<file path="src/rtl/skew_loader.sv">
// -----------------------------------------------------------------------------
// skew_loader
//   Upstream controller for the skew buffer. It accepts one ARRAY_SIZE-wide
//   A-matrix vector per valid/ready handshake and writes it straight into the
//   skew buffer at an incrementing row pointer. Once a full tile has been
//   loaded, it drains the buffer into the systolic array: 2*ARRAY_SIZE-1
//   enabled beats, each gated by array_ready. A one-cycle tile_done pulse
//   follows the final beat.
//
// Ports
//   clk, rst_n     clock (rising edge), asynchronous active-low reset
//   flush          synchronous abort of the current tile
//   in_valid       upstream vector valid
//   in_ready       loader can accept a vector
//   in_data        one A vector (ARRAY_SIZE signed elements)
//   buf_write      skew buffer write strobe (same-edge as handshake)
//   buf_enable     skew buffer read/shift strobe
//   buf_row_ptr    skew buffer target row
//   buf_data       vector to skew buffer (in_data passed through unchanged)
//   out_valid      skew buffer outputs hold a valid wavefront beat
//   array_ready    systolic array consumes the beat this cycle
//   out_last       current beat is the final drain beat
//   tile_done      one-cycle pulse after the last drain beat
//   busy           not idle (state is not LOAD, or a partial tile is held)
//   tile_count     number of completed tiles, wraps at 2^16
// -----------------------------------------------------------------------------
module skew_loader #(
   parameter int ARRAY_SIZE = 8,
   parameter int DATA_WIDTH = 8
) (
   input  logic                         clk,
   input  logic                         rst_n,
   input  logic                         flush,
   input  logic                         in_valid,
   output logic                         in_ready,
   input  logic signed [DATA_WIDTH-1:0] in_data [ARRAY_SIZE],
   output logic                         buf_write,
   output logic                         buf_enable,
   output logic [$clog2(ARRAY_SIZE)-1:0] buf_row_ptr,
   output logic signed [DATA_WIDTH-1:0] buf_data [ARRAY_SIZE],
   output logic                         out_valid,
   input  logic                         array_ready,
   output logic                         out_last,
   output logic                         tile_done,
   output logic                         busy,
   output logic [15:0]                  tile_count
);

   localparam int RW  = $clog2(ARRAY_SIZE);
   localparam int DCW = $clog2(2 * ARRAY_SIZE);

   localparam logic [RW-1:0]  ROW_LAST   = RW'(ARRAY_SIZE - 1);
   localparam logic [DCW-1:0] DRAIN_LAST = DCW'(2 * ARRAY_SIZE - 2);

   typedef enum logic [1:0] {
      LOAD  = 2'd0,
      DRAIN = 2'd1,
      DONE  = 2'd2
   } state_t;

   state_t         state;
   logic [RW-1:0]  row_cnt;
   logic [DCW-1:0] drain_cnt;

   // Strobes are decoded from the registered state so the skew buffer can
   // sample the write on the same edge as the handshake.
   assign buf_data    = in_data;
   assign buf_row_ptr = row_cnt;
   assign in_ready    = (state == LOAD);
   assign buf_write   = in_valid & in_ready & ~flush;
   assign out_valid   = (state == DRAIN);
   assign buf_enable  = out_valid & array_ready & ~flush;
   assign out_last    = out_valid & (drain_cnt == DRAIN_LAST);
   assign tile_done   = (state == DONE);
   assign busy        = (state != LOAD) || (row_cnt != '0);

   always_ff @(posedge clk or negedge rst_n) begin
      if (!rst_n) begin
         state      <= LOAD;
         row_cnt    <= '0;
         drain_cnt  <= '0;
         tile_count <= '0;
      end else if (flush) begin
         // Abort wins over any handshake or drain beat in the same cycle;
         // tile_count is left untouched.
         state     <= LOAD;
         row_cnt   <= '0;
         drain_cnt <= '0;
      end else begin
         case (state)
            LOAD: begin
               if (in_valid) begin
                  if (row_cnt == ROW_LAST) begin
                     row_cnt <= '0;
                     state   <= DRAIN;
                  end else begin
                     row_cnt <= row_cnt + RW'(1);
                  end
               end
            end
            DRAIN: begin
               if (array_ready) begin
                  if (drain_cnt == DRAIN_LAST) begin
                     drain_cnt <= '0;
                     state     <= DONE;
                  end else begin
                     drain_cnt <= drain_cnt + DCW'(1);
                  end
               end
            end
            DONE: begin
               tile_count <= tile_count + 16'd1;
               state      <= LOAD;
            end
            default: begin
               state <= LOAD;
            end
         endcase
      end
   end

endmodule

</file>
<file path="config.mk">
export PLATFORM = sky130hd
export DESIGN_NAME = skew_loader
export DESIGN_NICKNAME = d
export VERILOG_FILES = /design/src/rtl/skew_loader.sv
export SDC_FILE = /design/constraint.sdc
export NUM_CORES = 1
export LEC_CHECK = 0
export ABC_AREA = 1
export BUFFER_PORTS_ARGS = -buffer_cell sky130_fd_sc_hd__buf_2
export CORE_UTILIZATION = 31
export DETAILED_ROUTE_END_ITERATION = 6
export PLACE_DENSITY = 0.68
export SETUP_SLACK_MARGIN = 0.4
export SYNTH_ARGS = -nofsm -noshare
export SYNTH_HDL_FRONTEND = slang
export SYNTH_SLANG_ARGS = --single-unit
</file>
<file path="constraint.sdc">
create_clock -name clk -period 1.1 [get_ports clk]
set_input_delay 0.11 -clock clk [delete_from_list [all_inputs] [get_ports clk]]
set_output_delay 0.11 -clock clk [all_outputs]
set_load 0.005 [all_outputs]
</file>
# Word level (Yosys, flattened, before mapping)

Cells that the tools add are included.

RAM bits: 0
Register bits: 25
Memories kept: 0
Memory bits (read-only): 0
Input bits: 69
Latch bits: 0
Output and inout bits: 90

Order comparisons: 0
Add/subtract/negate cells: 3
Reduce and logical (&&, ||, !) cells: 12
Shift-type cells: 0
Multiplexer cells: 14
$mul: 0
Bitwise operators: 6
Eq/ne operators: 8
Divide/modulo/power cells: 0

Operators with widths:

| cell                                                             | number |
|---|---|
| 16-bit by 1-bit adder with 16-bit output (second input constant) | 1 |
| 4-bit 2-to-1 mux                                                 | 4 |
| 3-bit 2-to-1 mux                                                 | 4 |
| 2-bit 2-to-1 mux                                                 | 5 |
| 2-bit nonzero test                                               | 5 |
| 3-bit by 2-bit != test with 1-bit output (second input constant) | 3 |
| 2-bit AND reduction                                              | 3 |
| 1-bit bitwise AND                                                | 5 |
| 4-bit by 1-bit adder with 4-bit output (second input constant)   | 1 |
| 4-bit == test (second input constant)                            | 1 |
| 2-bit one-hot mux with 2 select lines                            | 1 |
| 4-bit AND reduction                                              | 1 |
| 3-bit by 1-bit adder with 3-bit output (second input constant)   | 1 |
| 3-bit == test (second input constant)                            | 1 |
| 3-bit != test (second input constant)                            | 1 |
| 3-bit nonzero test                                               | 1 |
| 2-bit by 1-bit == test with 1-bit output (second input constant) | 1 |
| 2-bit == test (second input constant)                            | 1 |
| 2-bit zero test                                                  | 1 |
| 1-bit logical OR                                                 | 1 |
| 1-bit inverter                                                   | 1 |

# Depth between registers and ports, before layout

Gate-level depths: netlist of the first run.

Depth after elaboration: 5
Gate-level depth with buffers: 8

# Least setup slack after synthesis of the first run

No wires, ideal clock.

Path type: flip-flop to flip-flop
Start point: reg tile_count[0]
End point: reg tile_count[14]
Cell stages (with the launch flop): 9
Slack: -124 ps
Data arrival time: 1107 ps
Path through: dfrtp_1 -> ha_1 -> nand3_1 -> nor2_2 -> nand3_1 -> nand2_1 -> nand2_1 -> nand2_1 -> nand2_1

Cells in the longest elaborated chain, start to end: 1

RTL lines:

| what                                     | RTL line | source |
|---|---|---|
| start, declared                          | 46       | `output logic [15:0] tile_count` |
| start signal, assigned                   | 112      | `tile_count <= tile_count + 16'd1;` |
| 16-bit by 1-bit adder with 16-bit output | 112      |  |

Every way passes these cells.
A chain may end at the register's enable or synchronous reset.

# Final worst setup path of the first run

Start point: reg drain_cnt[0]
End point: out out_last

Cells in the longest elaborated chain, start to end: 2

RTL lines:

| what                   | RTL line | source |
|---|---|---|
| start, declared        | 63       | `logic [DCW-1:0] drain_cnt;` |
| start signal, assigned | 107      | `drain_cnt <= drain_cnt + DCW'(1);` |
| 4-bit == test          | 73       | `assign out_last = out_valid & (drain_cnt == DRAIN_LAST);` |
| 1-bit bitwise AND      | 73       |  |
| end, declared          | 43       | `output logic out_last,` |

Every way passes these cells.

==> run_results.csv, run 1 <==
group,metric,value,unit
floorplanning,io_pins,159,
final_layout,finalNetCount,331,
place,io_buffers,30,
floorplanning,die_area,0.00618,mm^2
sta,slew_headroom,0.786,
setup_path,cp.depth,6,
logic_synthesis,yosysSeqAreaShare,0.344,
logic_synthesis,synth_cells,225,
sta,slew_violations,0,
floorplanning,coreArea,0.00557,mm^2
logic_synthesis,syn-num-nets,300,
hold_path,hold_depth,4,
global_routing,grt_pass1_wl,6310,um
final_layout,layout-drive-gt1-share,0.608,
sta,hold_violations,0,
route,finalWirelength,4170,um
place,dpl.cell_count,291,
route,vias,1414,
floorplanning,start_util,0.327,
clocking,cts_tree,"built",
logic_synthesis,ys_ff_latch,25,
logic_synthesis,synthDistinctLibCells,22,
outcome,outcome,"finished with violations",
setup_path,path_buf_inv,3,
global_routing,grt_pass1_vias,1383,
place,place.detailed.hpwl,2350,um
clocking,cts_root_buf,"clkbuf_8",
route,post_drt_wl_per_cell,12.8,um
final_layout,fin_cells,327,
sta,min_period,1.41,ns
power_and_ir_drop,vdd_drop_max,0.896,mV
setup_path,start_kind,"register",
outcome,violations,"negative setup slack",
job,cap_viol_max_count,0,
sta,fin_skew,0.00417,ns
logic_synthesis,synthArstFlopShare,1.00,
logic_synthesis,synth_most_common_cell,"buf_4",
setup_path,slowest_stage,"dfrtp_1",
global_routing,grt.overflow.total,0,
logic_synthesis,netlist_area,0.00182,mm^2
place,place.gp.congestion,0.824,
setup_path,crit_path_end_kind,"primary output",
logic_synthesis,ys_top_cells_by_area,"dfrtp_1 34%, buf_4 26%, nand2_1 9.3%",
clocking,cts_sinks,25,
sta,post-route-period-util,1.29,
logic_synthesis,ys.flop_type,"dfrtp_1",
power_and_ir_drop,p_leak,1.26,nW
route,route.detailed.drc,0,
setup_path,cp_slowest_stage_delay,0.39,ns
final_layout,antenna_cells,0,
sta,worst_slack,-0.314,ns
final_layout,final_area,0.00257,mm^2
clocking,cts_buffer_depth,2,
setup_path,worstPathCellList,"inv_1, ha_2, nand3_2, buf_6, nor2_1, buf_2",
sta,fin_setup_tns,-5.21,ns
final_layout,area_growth,41.4,%
logic_synthesis,ys.warnings.count,0,
power_and_ir_drop,power_density,1460,mW/mm^2
clocking,cts.clk_slew.worst_paths,0.09,ns
sta,rsz0062_at_grt,"true",
logic_synthesis,post-synth-top-area-fraction,0.344,
setup_path,worstPathRequired,0.99,ns
floorplanning,die_w,78.6,um
global_routing,antenna_found_initial,0,
global_routing,grt_max_degree,26,
clocking,htree_levels,1,
clocking,clock_latency,0.27,ns
sta,tightest_slew,0.318,ns
floorplanning,rows,27,
logic_synthesis,synth_largest_area_cell,"dfrtp_1",
route,ant_nets,0,
setup_path,reg2reg_depth,10,
setup_path,path_class,"register to primary output",
route,avgViaCountPerCell,4.32,
setup_path,crit_family,"flip-flops",
logic_synthesis,synth_common_cells,"64 x buf_4, 45 x nand2_1, 25 x dfrtp_1",
place,placed_area,0.00184,mm^2
hold_path,hp-class,"primary input to register",
route,drt-initial-drc-count,47,
logic_synthesis,synth-edff-count,0,
sta,hold_ws,0.165,ns
sta,setup_viol,35,
clocking,cts_buffers,3,
route,first_pass_iters,4,
sta,fmax,707,MHz
setup_path,critical_path_peak_fanout,2,
setup_path,arrival,1.30,ns
global_routing,grt_usage,0.127,
floorplanning,die_y,78.6,um
logic_synthesis,syn_avg_cell_area,8.09,um^2
[cells in the final DEF, fill, tap and decap left out, types with 5 or more instances in the layout]
master / instances
nand3_2: 9
nand2_2: 7
o21ai_2: 5
nor2_4: 6
nor2_1: 7
inv_1: 13
buf_2: 17
buf_4: 26
nand2_1: 35
dfrtp_1: 21
xnor2_1: 5
xor2_1: 5
inv_4: 6
buf_6: 46
[power breakdown]
group          total [W]  internal [W]  switching [W]
clock           0.000564      0.000260       0.000305
sequential       0.00119       0.00104       0.000151
combinational    0.00199       0.00117       0.000825
[flip-flops by register name (all words and copies together), names as in the netlist]
register,cells
buf_row_ptr,3
state,2
tile_count,16
drain_cnt,4
[metrics by stage]
| step | power, W | worst slack [ns] | utilization |
|---|---|---|---|
| 5_1_grt | 0.00397 | -0.417 | 0.462 |
| 4_1_cts | 0.00322 | -0.309 | 0.411 |
| 3_5_place_dp | 0.00210 | -0.0939 | 0.330 |
| 3_3_place_gp | 0.00208 | -0.0730 | 0.330 |
| 2_1_floorplan | 0.00177 | -0.0835 | - |
| 6_report | 0.00375 | -0.314 | 0.462 |
[per-layer routing]
| metal | part of all wire | GRT usage | up-vias | routed length, um |
|---|---|---|---|---|
| met5 | 0 | 0 | - | 0 |
| met4 | 0.016 | 0.0481 | 0 | 65 |
| met3 | 0.060 | 0.0384 | 18 | 252 |
| met2 | 0.53 | 0.220 | 46 | 2220 |
| met1 | 0.39 | 0.146 | 658 | 1640 |
| li1 | - | - | 692 | - |
[cell families (layout without fill, tap and decap cells)]
family                   Yosys count  after routing  synth area share
XOR/XNOR                          12             12            0.0577
adder cells (fa/ha/maj)            6              6            0.0412
flip-flops                        25             25             0.344
buffers and inverters             87            117             0.311
AND/OR/NAND/NOR                   85             85             0.217
AO/OA/AOI/OAI                     10             10            0.0289
[final timing paths]
check	start	end	slack, ns
worst max-delay path	drain_cnt[0]$_DFFE_PN0P_	out_last	-0.31
max in group asynchronous	rst_n	state[1]$_DFFE_PN0P_	0.56
worst min register to register	drain_cnt[0]$_DFFE_PN0P_	drain_cnt[0]$_DFFE_PN0P_	0.57
min in group asynchronous	rst_n	tile_count[13]$_DFFE_PN0P_	0.32
worst min-delay path	array_ready	drain_cnt[0]$_DFFE_PN0P_	0.16
worst max register to register	drain_cnt[0]$_DFFE_PN0P_	state[0]$_DFFE_PN0P_	-0.27
[worst reg2reg max path, stage by stage (launching register included)]
cell and delay, ns:
dfrtp_1 0.39, inv_1 0.06, ha_2 0.17, nand3_2 0.11
buf_6 0.14, buf_6 0.11, o21ai_4 0.11, nand2_1 0.07
inv_2 0.05, nand2_1 0.04, nand2_1 0.06
[cell type report]
cell class / count / area, um^2
repair buffers: 90 / 808
fillers: 539 / 3000
flip-flops and latches: 25 / 631
clock buffers: 4 / 45.0
inverters: 23 / 101
well taps: 72 / 90.1
multi-input cells: 113 / 898
[repair_timing]
item / 4_1_cts / 5_1_grt
gates resized for setup: 71 / 49
endpoints found under the hold margin: 25 / 0
pin swaps: 14 / 15
setup buffers: 17 / 14
endpoints found under the setup margin: 51 / 76
hold buffers: 1 / 0
No activity file was read; power rests on OpenSTA's default activity.
==> inputs of run 2 (changes only) <==
Settings changed: SETUP_SLACK_MARGIN 0.4 to not set.
==> run_results.csv, run 2 (synthesized netlist as in run 1, its figures left out) <==
group,metric,value,unit
setup_path,worstPathRequired,0.99,ns
floorplanning,coreArea,0.00557,mm^2
route,ant_nets,0,
route,vias,1350,
setup_path,cp_slowest_stage_delay,0.39,ns
clocking,cts_root_buf,"clkbuf_8",
clocking,cts_buffer_depth,2,
global_routing,use_met3,0.0384,
power_and_ir_drop,vdd_drop_max,1.13,mV
clocking,clock_latency,0.27,ns
outcome,violations,"negative setup slack",
floorplanning,die_y,78.6,um
route,first_pass_iters,4,
final_layout,most-common-layout-cells,"40 x nand2_1, 27 x buf_2, 23 x dfrtp_1, 21 x buf_4, 20 x buf_6",
sta,hold_violations,0,
sta,fin_skew,0.00327,ns
setup_path,critical_path_peak_fanout,2,
route,post_drt_wl_per_cell,11.6,um
setup_path,crit_path_end_kind,"primary output",
global_routing,busiest_layer,"met2",
global_routing,grt_max_degree,26,
sta,tightest_slew,0.581,ns
place,io_buffers,30,
clocking,cts_tree,"built",
floorplanning,io_pins,159,
sta,rsz0062_at_grt,"true",
global_routing,grt_pass1_wl,5820,um
power_and_ir_drop,power_density,1420,mW/mm^2
sta,post-route-period-util,1.27,
final_layout,multi_input_area,817,um^2
clocking,htree_levels,1,
sta,min_period,1.40,ns
power_and_ir_drop,p_leak,1.10,nW
route,route.detailed.drc,0,
floorplanning,die_area,0.00618,mm^2
sta,fin_setup_tns,-4.15,ns
setup_path,slowest_stage,"dfrtp_1",
sta,slew_headroom,0.613,
final_layout,antenna_cells,0,
sta,slew_violations,0,
power_and_ir_drop,finalPower,0.00312,W
floorplanning,rows,27,
hold_path,hp-class,"primary input to register",
job,cap_viol_max_count,0,
setup_path,path_class,"register to primary output",
setup_path,arrival,1.29,ns
final_layout,final_common_cell,"nand2_1",
sta,fmax,716,MHz
place,place.gp.congestion,0.802,
route,drt-initial-drc-count,27,
outcome,outcome,"finished with violations",
clocking,cts_buffers,3,
final_layout,seq_area,628,um^2
place,place.detailed.hpwl,2440,um
final_layout,area_growth,21.0,%
final_layout,largest_reg_flops,16,
floorplanning,start_util,0.327,
final_layout,top_register,"tile_count",
setup_path,start_kind,"register",
global_routing,antenna_found_initial,0,
global_routing,met1_usage,0.123,
global_routing,grt_usage,0.117,
global_routing,grt_util_met2,0.214,
clocking,cts_sinks,25,
route,avgViaCountPerCell,4.41,
final_layout,finalNetCount,310,
global_routing,grt.overflow.total,0,
final_layout,layout-drive-gt1-share,0.521,
floorplanning,die_w,78.6,um
clocking,cts.clk_slew.worst_paths,0.09,ns
sta,setup_viol,30,
setup_path,worstPathCellList,"inv_1, ha_2, nand3_2, buf_6, nor2_4, buf_2",
final_layout,fillers,562,
route,finalWirelength,3560,um
global_routing,grt_pass1_vias,1371,
sta,worst_slack,-0.297,ns
[run 2: changes by cell type in the layout (fill, tap and decap cells not counted), moves of 3 or more]
cell     change
buf_2       +10
nand2_1      +5
o21ai_2      -3
inv_4        -3
buf_6       -26
buf_4        -5
o21ai_0      +3
[run 2: cell type report]
type                       count  area share
sequential                    25       0.285
clock buffer                   4      0.0205
tap                           72      0.0409
timing repair buffer          69       0.240
multi-input combinational    113       0.371
inverter                      23      0.0426
[run 2: path summary, 6_finish.rpt]
path	startpoint	endpoint	slack [ns]	depth (start not counted)
max	drain_cnt[0]$_DFFE_PN0P_	out_last	-0.30	6
min	in_valid	buf_row_ptr[0]$_DFFE_PN0P_	0.20	4
max reg2reg	state[0]$_DFFE_PN0P_	tile_count[9]$_DFFE_PN0P_	-0.22	8
min reg2reg	tile_count[11]$_DFFE_PN0P_	tile_count[11]$_DFFE_PN0P_	0.52	1
max in group asynchronous	rst_n	state[1]$_DFFE_PN0P_	0.32	2
min in group asynchronous	rst_n	tile_count[3]$_DFFE_PN0P_	0.36	2
[run 2: power by group]
part           internal [W]  switching, W
Clock              0.000260      0.000306
Sequential          0.00104      0.000117
Combinational      0.000757      0.000643
Total               0.00205       0.00107
[run 2: critical path: cells and delay by family (launching register included)]
kind	cells	cell delay (ns)
fa+ha+maj	1	0.16
simple gates	2	0.16
buf+inv	3	0.32
flops	1	0.39
[run 2: what timing repair did]
action,CTS,global route
setup endpoints to repair,30,33
hold endpoints to repair,25,0
pin swaps,13,15
hold buffers,1,0
setup buffers,6,8
gates resized for setup,52,22
[run 2: per-stage QoR]
stage                util  hold WS [ns]  area, um^2  setup WS [ns]  cells
floorplan               -        -0.186        1850        -0.0900    225
global placement    0.328         0.139        1830        -0.0669    292
detailed placement  0.328         0.144        1830         -0.109    292
CTS                 0.376         0.194        2090         -0.297    302
global route        0.395         0.214        2200         -0.364    306
finish              0.395         0.197        2200         -0.297    306
[run 2: per-layer routing]
| layer | vias to the layer above | wire length [um] |
|---|---|---|
| met5 | - | 0 |
| met4 | 0 | 49 |
| met3 | 16 | 240 |
| met2 | 55 | 1790 |
| met1 | 625 | 1480 |
| li1 | 654 | - |
==> inputs of run 3 (changes only) <==
==> constraint.sdc (replaced) <==
create_clock -name clk -period 1.2 [get_ports clk]
set_input_delay 0.12 -clock clk [delete_from_list [all_inputs] [get_ports clk]]
set_output_delay 0.12 -clock clk [all_outputs]
set_load 0.02 [all_outputs]
==> run_results.csv, run 3 (synthesized netlist as in run 1, its figures left out) <==
group,metric,value,unit
global_routing,grt_usage,0.107,
global_routing,antenna_found_initial,0,
hold_path,hp-class,"primary input to register",
clocking,clock_latency,0.28,ns
route,ant_nets,0,
setup_path,cpMostUsedCell,"buf_6",
setup_path,cp_slowest_stage_delay,0.39,ns
setup_path,r2r-end,"state[0]$_DFFE_PN0P_",
global_routing,grt_pass1_wl,5260,um
place,place.gp.congestion,0.834,
hold_path,hold_depth,4,
hold_path,min_to,"drain_cnt[0]$_DFFE_PN0P_",
outcome,outcome,"finished with violations",
route,drt-initial-drc-count,23,
clocking,cts_buffer_depth,2,
sta,slew_headroom,0.602,
setup_path,critical_path_peak_fanout,2,
place,preCtsSetupSlack,-0.0334,ns
hold_path,min_from,"array_ready",
setup_path,worstPathCellList,"inv_1, ha_2, nand3_2, buf_6, nor2_4, buf_6",
clocking,cts_sinks,25,
job,cap_viol_max_count,0,
route,avgViaCountPerCell,4.42,
power_and_ir_drop,finalPower,0.00288,W
global_routing,grt_pass1_vias,1164,
setup_path,slowest_stage,"dfrtp_1",
setup_path,path_buf_inv,3,
sta,tightest_slew,0.597,ns
route,first_pass_iters,4,
setup_path,crit_path_end_kind,"primary output",
final_layout,antenna_cells,0,
clocking,cts_tree,"built",
final_layout,final_common_cell,"nand2_1",
final_layout,top_register,"tile_count",
clocking,htree_levels,1,
setup_path,start_kind,"register",
power_and_ir_drop,p_leak,0.991,nW
place,placed_area,0.00172,mm^2
final_layout,most-common-layout-cells,"42 x nand2_1, 24 x buf_2, 21 x buf_4, 18 x dfrtp_1, 17 x inv_1",
route,post_drt_wl_per_cell,11.5,um
floorplanning,coreArea,0.00557,mm^2
clocking,cts_buffers,3,
global_routing,grt.overflow.total,0,
clocking,cts_root_buf,"clkbuf_8",
final_layout,final_area,0.00204,mm^2
power_and_ir_drop,vdd_drop_max,0.641,mV
sta,slew_violations,0,
setup_path,cp.depth,6,
sta,post-route-period-util,1.17,
sta,worst_slack,-0.209,ns
final_layout,layout-drive-gt1-share,0.477,
sta,fmax,710,MHz
outcome,violations,"negative setup slack",
floorplanning,io_pins,159,
route,route.detailed.drc,0,
sta,setup_viol,17,
setup_path,rrSetupSlack,-0.10,ns
floorplanning,die_area,0.00618,mm^2
sta,rsz0062_at_grt,"true",
sta,min_period,1.41,ns
setup_path,crit_family,"flip-flops",
setup_path,arrival,1.29,ns
final_layout,area_growth,12.1,%
final_layout,finalNetCount,296,
clocking,cts.clk_slew.worst_paths,0.09,ns
final_layout,largest_reg_flops,16,
place,place.detailed.hpwl,2240,um
route,vias,1290,
floorplanning,rows,27,
setup_path,worstPathRequired,1.08,ns
setup_path,r2r_start,"buf_row_ptr[0]$_DFFE_PN0P_",
floorplanning,start_util,0.327,
power_and_ir_drop,power_density,1410,mW/mm^2
setup_path,path_class,"register to primary output",
floorplanning,die_w,78.6,um
route,finalWirelength,3360,um
place,io_buffers,30,
sta,fin_skew,0.00944,ns
sta,hold_violations,0,
global_routing,grt_max_degree,26,
floorplanning,die_y,78.6,um
setup_path,reg2reg_depth,9,
[run 3: per-stage QoR]
stage | std cells | utilization | hold WS [ns] | TNS, ns
floorplan | 225 | - | -0.176 | -0.174
global placement | 278 | 0.309 | 0.159 | -0.0274
detailed placement | 278 | 0.309 | 0.163 | -0.107
CTS | 285 | 0.337 | 0.207 | -1.18
global route | 292 | 0.366 | 0.168 | -3.16
finish | 292 | 0.366 | 0.181 | -1.50
[run 3: layer usage]
layer / track usage / up-vias / wire (um)
met2: 0.175 / 35 / 1660
met4: 0.0352 / 0 / 42
met3: 0.0407 / 10 / 231
met5: 0 / - / 0
met1: 0.128 / 623 / 1430
li1: - / 622 / -
[run 3: area by class of cell]
cell class                 count  area [um^2]
fill                         586         3530
tap                           72         90.1
multi-input combinational    113          790
clock inverter                 1         5.00
clock buffer                   3         41.3
sequential                    25          634
timing repair buffer          55          389
inverter                      23         91.3
[run 3: repair_timing]
action / CTS / global route
pin swaps: 4 / 7
endpoints found under the hold margin: 25 / 0
setup endpoints to repair: 16 / 27
hold buffers: 1 / 0
resized for setup: 24 / 36
setup buffers: 2 / 9
[run 3: tightest hold or removal path, cell delays in order]
cell and delay (ns):
buf_2 0.10, a21oi_2 0.08, nand2_1 0.07, o21ai_2 0.05
[run 3: report_power, final]
group	switching [W]	total (W)	internal, W
combinational	0.000708	0.00129	0.000581
clock	0.000288	0.000521	0.000233
sequential	0.000110	0.00107	0.000957
[run 3: worst max path at each step]
stage	start	to
floorplan	tile_count[0]$_DFFE_PN0P_	tile_count[14]$_DFFE_PN0P_
detailed placement	state[0]$_DFFE_PN0P_	tile_count[8]$_DFFE_PN0P_
global placement	state[0]$_DFFE_PN0P_	tile_count[8]$_DFFE_PN0P_
global route	drain_cnt[0]$_DFFE_PN0P_	out_last
CTS	drain_cnt[0]$_DFFE_PN0P_	out_last
finish	drain_cnt[0]$_DFFE_PN0P_	out_last
